[config.mk]
export PLATFORM = sky130hd
export DESIGN_NAME = bus_arbiter_split
export DESIGN_NICKNAME = d
export VERILOG_FILES = /design/src/rtl/bus_arb_pkg.sv /design/src/rtl/arb_rr_picker.sv /design/src/rtl/bus_arbiter_split.sv
export SDC_FILE = /design/constraint.sdc
export NUM_CORES = 1
export LEC_CHECK = 0
export BUFFER_PORTS_ARGS = -buffer_cell sky130_fd_sc_hd__buf_4
export CAP_MARGIN = 10
export CELL_PAD_IN_SITES_DETAIL_PLACEMENT = 1
export CELL_PAD_IN_SITES_GLOBAL_PLACEMENT = 1
export CORE_MARGIN = 2
export CORE_UTILIZATION = 30
export DETAILED_ROUTE_END_ITERATION = 7
export PLACE_DENSITY = 0.64
export SLEW_MARGIN = 25
export SYNTH_ARGS = -nofsm -noshare
export SYNTH_HDL_FRONTEND = slang
export SYNTH_HIERARCHICAL = 1
export SYNTH_SLANG_ARGS = --single-unit
[constraint.sdc]
create_clock -name CLK -period 3.08 [get_ports CLK]
set_input_delay 0.154 -clock CLK [delete_from_list [all_inputs] [get_ports CLK]]
set_output_delay 0.154 -clock CLK [all_outputs]
set_load 0.05 [all_outputs]
[src/rtl/bus_arb_pkg.sv]
// Shared types for the split-transaction bus arbiter: FSM states, park-table
// entry layout and an index-width helper.
package bus_arb_pkg;

  typedef enum logic [1:0] {
    IDLE  = 2'd0,
    GRANT = 2'd1,
    BUSY  = 2'd2,
    SPLIT = 2'd3
  } arb_state_t;

  // Wide enough for the largest supported master count (8)
  localparam int MST_IDX_W = 3;

  typedef logic [MST_IDX_W-1:0] mst_idx_t;

  typedef struct packed {
    logic     valid;
    mst_idx_t idx;
  } park_entry_t;

  function automatic int idx_w(input int n);
    return (n > 1) ? $clog2(n) : 1;
  endfunction

endpackage

[src/rtl/arb_rr_picker.sv]
// Combinational picker: returns the first set request bit, scanning upward
// from the pointer with wrap (round-robin) or from bit 0 (fixed priority).
module arb_rr_picker
  import bus_arb_pkg::*;
#(
  parameter int N = 2
) (
  input  logic [N-1:0] req,
  input  mst_idx_t     ptr,
  input  logic         rr_mode,
  output logic [N-1:0] pick,
  output logic         valid
);

  // Walk N positions starting at the base; the first requester found wins
  always_comb begin
    int   base;
    logic found;
    pick  = '0;
    found = 1'b0;
    base  = rr_mode ? int'(ptr) : 0;
    for (int k = 0; k < N; k++) begin
      for (int m = 0; m < N; m++) begin
        if (!found && (m == ((base + k) % N)) && req[m]) begin
          pick[m] = 1'b1;
          found   = 1'b1;
        end
      end
    end
    valid = found;
  end

endmodule

[src/rtl/bus_arbiter_split.sv]
// N-master bus arbiter with split-transaction parking, fixed or round-robin
// priority, and a grant-acceptance timeout.
//
// state | meaning
// ------+---------------------------------------------------------------
// IDLE  | no grant; pick a resumable parked master, else a fresh requester
// GRANT | grant issued, waiting for the owner to raise B_UTIL (timed)
// BUSY  | owner is driving the bus; watch for release or a split request
// SPLIT | one-cycle split notice to the owner, grant still shown
module bus_arbiter_split
  import bus_arb_pkg::*;
#(
  parameter int N_MST   = 2,
  parameter int N_SLV   = 3,
  parameter int RR_MODE = 1,
  parameter int GNT_TO  = 4
) (
  input  logic             CLK,
  input  logic             RSTN,
  input  logic [N_MST-1:0] B_REQ,
  output logic [N_MST-1:0] B_GRANT,
  input  logic             B_UTIL,
  input  logic [N_SLV-1:0] B_SBSY,
  input  logic [N_SLV-1:0] B_SSPLIT,
  output logic             B_SPLIT,
  output logic             B_SPLIT_ERR
);

  localparam int            TW      = idx_w(GNT_TO);
  localparam logic [TW-1:0] TO_LOAD = TW'(GNT_TO - 1);
  localparam logic          RR_EN   = (RR_MODE != 0);

  arb_state_t       state_q, state_nxt;
  logic [N_MST-1:0] gnt_q, gnt_nxt;
  mst_idx_t         owner_q, owner_nxt;
  mst_idx_t         ptr_q, ptr_nxt, ptr_adv;
  logic [TW-1:0]    cnt_q, cnt_nxt;
  park_entry_t      park_q   [N_SLV];
  park_entry_t      park_nxt [N_SLV];
  logic             err_q, err_nxt;

  logic [N_MST-1:0] parked, elig, fresh_pick;
  logic             fresh_vld;
  logic [N_SLV-1:0] park_vld, park_req, resumable, res_pick, split_oh;
  logic             res_vld;
  logic             owner_req;

  // Decode park table and requests into eligibility / resumability vectors
  always_comb begin
    parked    = '0;
    park_vld  = '0;
    park_req  = '0;
    owner_req = 1'b0;
    for (int s = 0; s < N_SLV; s++) begin
      park_vld[s] = park_q[s].valid;
      for (int m = 0; m < N_MST; m++) begin
        if (park_q[s].idx == mst_idx_t'(m)) begin
          if (park_q[s].valid) parked[m] = 1'b1;
          park_req[s] = B_REQ[m];
        end
      end
    end
    for (int m = 0; m < N_MST; m++) begin
      if (owner_q == mst_idx_t'(m)) owner_req = B_REQ[m];
    end
    elig      = B_REQ & ~parked;
    resumable = park_vld & ~B_SBSY & park_req;
    // Only the lowest split request of a cycle is honoured
    split_oh  = B_SSPLIT & (~B_SSPLIT + N_SLV'(1));
    ptr_adv   = (owner_q == mst_idx_t'(N_MST - 1)) ? '0 : owner_q + mst_idx_t'(1);
  end

  arb_rr_picker #(.N(N_MST)) u_fresh_pick (
    .req     (elig),
    .ptr     (ptr_q),
    .rr_mode (RR_EN),
    .pick    (fresh_pick),
    .valid   (fresh_vld)
  );

  // Resume arbitration is by slave index, lowest first
  arb_rr_picker #(.N(N_SLV)) u_resume_pick (
    .req     (resumable),
    .ptr     ('0),
    .rr_mode (1'b0),
    .pick    (res_pick),
    .valid   (res_vld)
  );

  // State and datapath registers
  always_ff @(posedge CLK or negedge RSTN) begin
    if (!RSTN) begin
      state_q <= IDLE;
      gnt_q   <= '0;
      owner_q <= '0;
      ptr_q   <= '0;
      cnt_q   <= '0;
      err_q   <= 1'b0;
      for (int s = 0; s < N_SLV; s++) park_q[s] <= '0;
    end else begin
      state_q <= state_nxt;
      gnt_q   <= gnt_nxt;
      owner_q <= owner_nxt;
      ptr_q   <= ptr_nxt;
      cnt_q   <= cnt_nxt;
      err_q   <= err_nxt;
      for (int s = 0; s < N_SLV; s++) park_q[s] <= park_nxt[s];
    end
  end

  // Next-state, grant, timeout, pointer and park-table update
  always_comb begin
    state_nxt = state_q;
    gnt_nxt   = gnt_q;
    owner_nxt = owner_q;
    ptr_nxt   = ptr_q;
    cnt_nxt   = cnt_q;
    err_nxt   = 1'b0;
    park_nxt  = park_q;

    // A parked master that stops requesting gives up its slot
    for (int s = 0; s < N_SLV; s++) begin
      if (park_q[s].valid && !park_req[s]) park_nxt[s].valid = 1'b0;
    end

    case (state_q)
      IDLE: begin
        if (res_vld) begin
          for (int s = 0; s < N_SLV; s++) begin
            if (res_pick[s]) begin
              owner_nxt          = park_q[s].idx;
              park_nxt[s].valid  = 1'b0;
            end
          end
          state_nxt = GRANT;
          cnt_nxt   = TO_LOAD;
        end else if (fresh_vld) begin
          for (int m = 0; m < N_MST; m++) begin
            if (fresh_pick[m]) owner_nxt = mst_idx_t'(m);
          end
          state_nxt = GRANT;
          cnt_nxt   = TO_LOAD;
        end
        for (int m = 0; m < N_MST; m++) begin
          gnt_nxt[m] = (state_nxt == GRANT) && (owner_nxt == mst_idx_t'(m));
        end
      end

      GRANT: begin
        if (B_UTIL) begin
          state_nxt = BUSY;
        end else if (!owner_req || (cnt_q == '0)) begin
          // Withdrawn or timed out: pointer stays so the same master is favoured
          state_nxt = IDLE;
          gnt_nxt   = '0;
        end else begin
          cnt_nxt = cnt_q - TW'(1);
        end
      end

      BUSY: begin
        if (B_UTIL && (|split_oh)) begin
          for (int s = 0; s < N_SLV; s++) begin
            if (split_oh[s]) begin
              if (park_q[s].valid) begin
                err_nxt = 1'b1;
              end else begin
                park_nxt[s].valid = 1'b1;
                park_nxt[s].idx   = owner_q;
                state_nxt         = SPLIT;
                ptr_nxt           = ptr_adv;
              end
            end
          end
        end else if (!B_UTIL) begin
          state_nxt = IDLE;
          gnt_nxt   = '0;
          ptr_nxt   = ptr_adv;
        end
      end

      SPLIT: begin
        state_nxt = IDLE;
        gnt_nxt   = '0;
      end

      default: begin
        state_nxt = IDLE;
        gnt_nxt   = '0;
      end
    endcase
  end

  // Outputs: grant and error come from registers, split notice from state
  always_comb begin
    B_GRANT     = gnt_q;
    B_SPLIT     = (state_q == SPLIT);
    B_SPLIT_ERR = err_q;
  end

endmodule

==> flow_metrics.py <==
metrics = {
    "status": {
        "status": "complete, no violations",
    },
    "layout": {
        "final_cell_mix": "44 x buf_4, 31 x nand2_1, 23 x dfrtp_1",
        "areaGrowthSynthToFinish_pct": 20.5,
        "drive_gt1_share_pct": 26.5,
        "stdcell_area_um2": 3230,
        "final_common_cell": "buf_4",
        "final_util_pct": 37.2,
        "fillers": 1059,
        "nNetsFinal": 395,
        "diodes": 0,
    },
    "timing": {
        "rsz0062_at_grt": "yes",
        "fin_crit_ns": 3.04,
        "finalSetupTns_ns": 0,
        "maxSlewViolCount": 0,
        "skew_ns": 0.00309,
        "max-slew-margin-rel_pct": 50.6,
        "worst_pin_slew_ns": 0.739,
        "setup_viol": 0,
        "hold_viol_final": 0,
        "layout_setup_ws_ns": 0.0379,
        "finalCritPeriodShare_pct": 98.8,
        "clock.fmax_mhz": 329,
    },
    "placement": {
        "dp_hpwl_mm": 6.02,
        "portBuffers": 14,
        "place_ws_ns": -0.158,
        "place_area_um2": 3060,
        "place.gp.congestion": 0.825,
    },
    "detailed_routing": {
        "ant_nets": 0,
        "vias_per_cell": 5.38,
        "vias": 2552,
        "first_pass_iters": 4,
        "drc_errors": 0,
        "drt-initial-drc-count": 50,
        "routedWlPerCell_um": 16.1,
        "drt-total-wl_mm": 7.61,
    },
    "job": {
        "drv_cap": 0,
    },
    "clocking": {
        "cts_tree": "built",
        "cts_buffer_depth": 2,
        "clock-sinks": 23,
        "clk_latency_ns": 0.27,
        "cts.clk_slew.worst_paths_ns": 0.09,
        "cts_buffers": 3,
        "clock_tree.root_cell": "clkbuf_8",
        "ctsHtreeMaxLevel": 1,
    },
    "worst_hold_path": {
        "whs_path_depth": 2,
        "min_path_type": "in2reg",
    },
    "worst_setup_path": {
        "critPathSlowestCell": "dfrtp_1",
        "worstPathRequired_ns": 3.24,
        "crit_path_start": "park_q[5]$_DFFE_PN0P_",
        "worst-path-buf-inv": 1,
        "worstPathMaxFanout": 3,
        "crit_chain": "nor3b_2, nand2_1, nor2_2, inv_1, nor2_2, a41oi_2, nand2_1, o21ai_2, a211o_1, or3b_1, and3_4, a221o_1, mux2_2",
        "cpPeakStageDelay_ns": 0.42,
        "worstSetupEndpoint": "owner_q[1]$_DFFE_PN0P_",
        "crit_family": "simple AND/OR/NAND/NOR gates",
        "startpoint_type": "flip-flop",
        "path_class": "reg2reg",
        "cp_data_arrival_time_ns": 3.20,
        "critPathCaptureType": "flip-flop",
        "path_depth": 13,
        "r2r_cells": 13,
        "rrSetupSlack_ns": 0.04,
        "r2r-end": "owner_q[1]$_DFFE_PN0P_",
        "crit-reg2reg-launch": "park_q[5]$_DFFE_PN0P_",
    },
    "global_route": {
        "gr-total-overflow": 0,
        "grt_start_max_net_pins": 24,
        "grt_usage_pct": 16.3,
        "antenna_found_initial": 0,
        "grt_pass1_vias": 2660,
        "grt_pass1_wl_mm": 13.3,
    },
    "synth": {
        "avgSynthCellArea_um2": 8.49,
        "syn_inst": 316,
        "netlist_area_um2": 2680,
        "ys.warnings.count": 6,
    },
    "floorplan": {
        "die_h_um": 98.5,
        "die_x_um": 98.5,
        "fp-row-count": 34,
        "core_area_um2": 8680,
        "start_util_pct": 30.9,
        "ios": 15,
        "die_area_um2": 9710,
    },
    "power": {
        "p_per_area_nw_per_um2": 432,
        "p_leak_nw": 1.54,
        "irDropWorstVdd_uv": 306,
    },
}
## where the power goes
group	internal (mW)	leakage, nW	switching, mW	total, mW
combinational	0.331	1.22	0.425	0.757
clock	0.0905	0.0255	0.105	0.196
sequential	0.371	0.298	0.0717	0.443
## flip-flops by register name, summed over array words and instances (netlist names)
register     flops
B_GRANT          2
B_SPLIT_ERR      1
cnt_q            2
owner_q          3
park_q          12
ptr_q            1
state_q          2
## repair_timing
item	in CTS	in global routing
gates resized for setup	4	9
setup buffers	1	7
hold buffers	1	0
pin swaps	1	13
endpoints found under the setup margin	5	6
endpoints found under the hold margin	23	0
## stage by stage
step                hold WS, ns  cells  total power, mW
floorplan                -0.142    329            0.948
global placement         0.0706    461             1.12
detailed placement       0.0690    461             1.13
CTS                       0.127    467             1.35
global route              0.155    474             1.51
finish                    0.133    474             1.40
## layer usage
metal,track usage (%),part of all wire [%],vias to the layer above
met4,3.27,1.1,0
met3,0.993,1.4,8
li1,-,-,1265
met5,0,0,-
met2,28.6,50,22
met1,22.4,47,1257
## final cells by class
type                       instances  area, um^2  area share (%)
timing repair buffer              45         340            10.5
multi-input combinational        271        2050            63.4
tap                              108         135            4.18
clock inverter                     1        5.00           0.155
inverter                          23        86.3            2.67
sequential                        23         576            17.8
clock buffer                       3        41.3            1.28
## worst min path at each step
stage | endpoint | slack [ns] | startpoint
after detailed placement | B_SPLIT_ERR$_DFF_PN0_ | 0.07 | RSTN
after global placement | B_SPLIT_ERR$_DFF_PN0_ | 0.07 | RSTN
after floorplan | B_GRANT[0]$_DFFE_PN0P_ | -0.14 | RSTN
after CTS | B_SPLIT_ERR$_DFF_PN0_ | 0.13 | B_SSPLIT[0]
after global routing | B_SPLIT_ERR$_DFF_PN0_ | 0.15 | B_SSPLIT[0]
final | B_SPLIT_ERR$_DFF_PN0_ | 0.13 | B_SSPLIT[0]
Power figures use the tool's default switching activity.
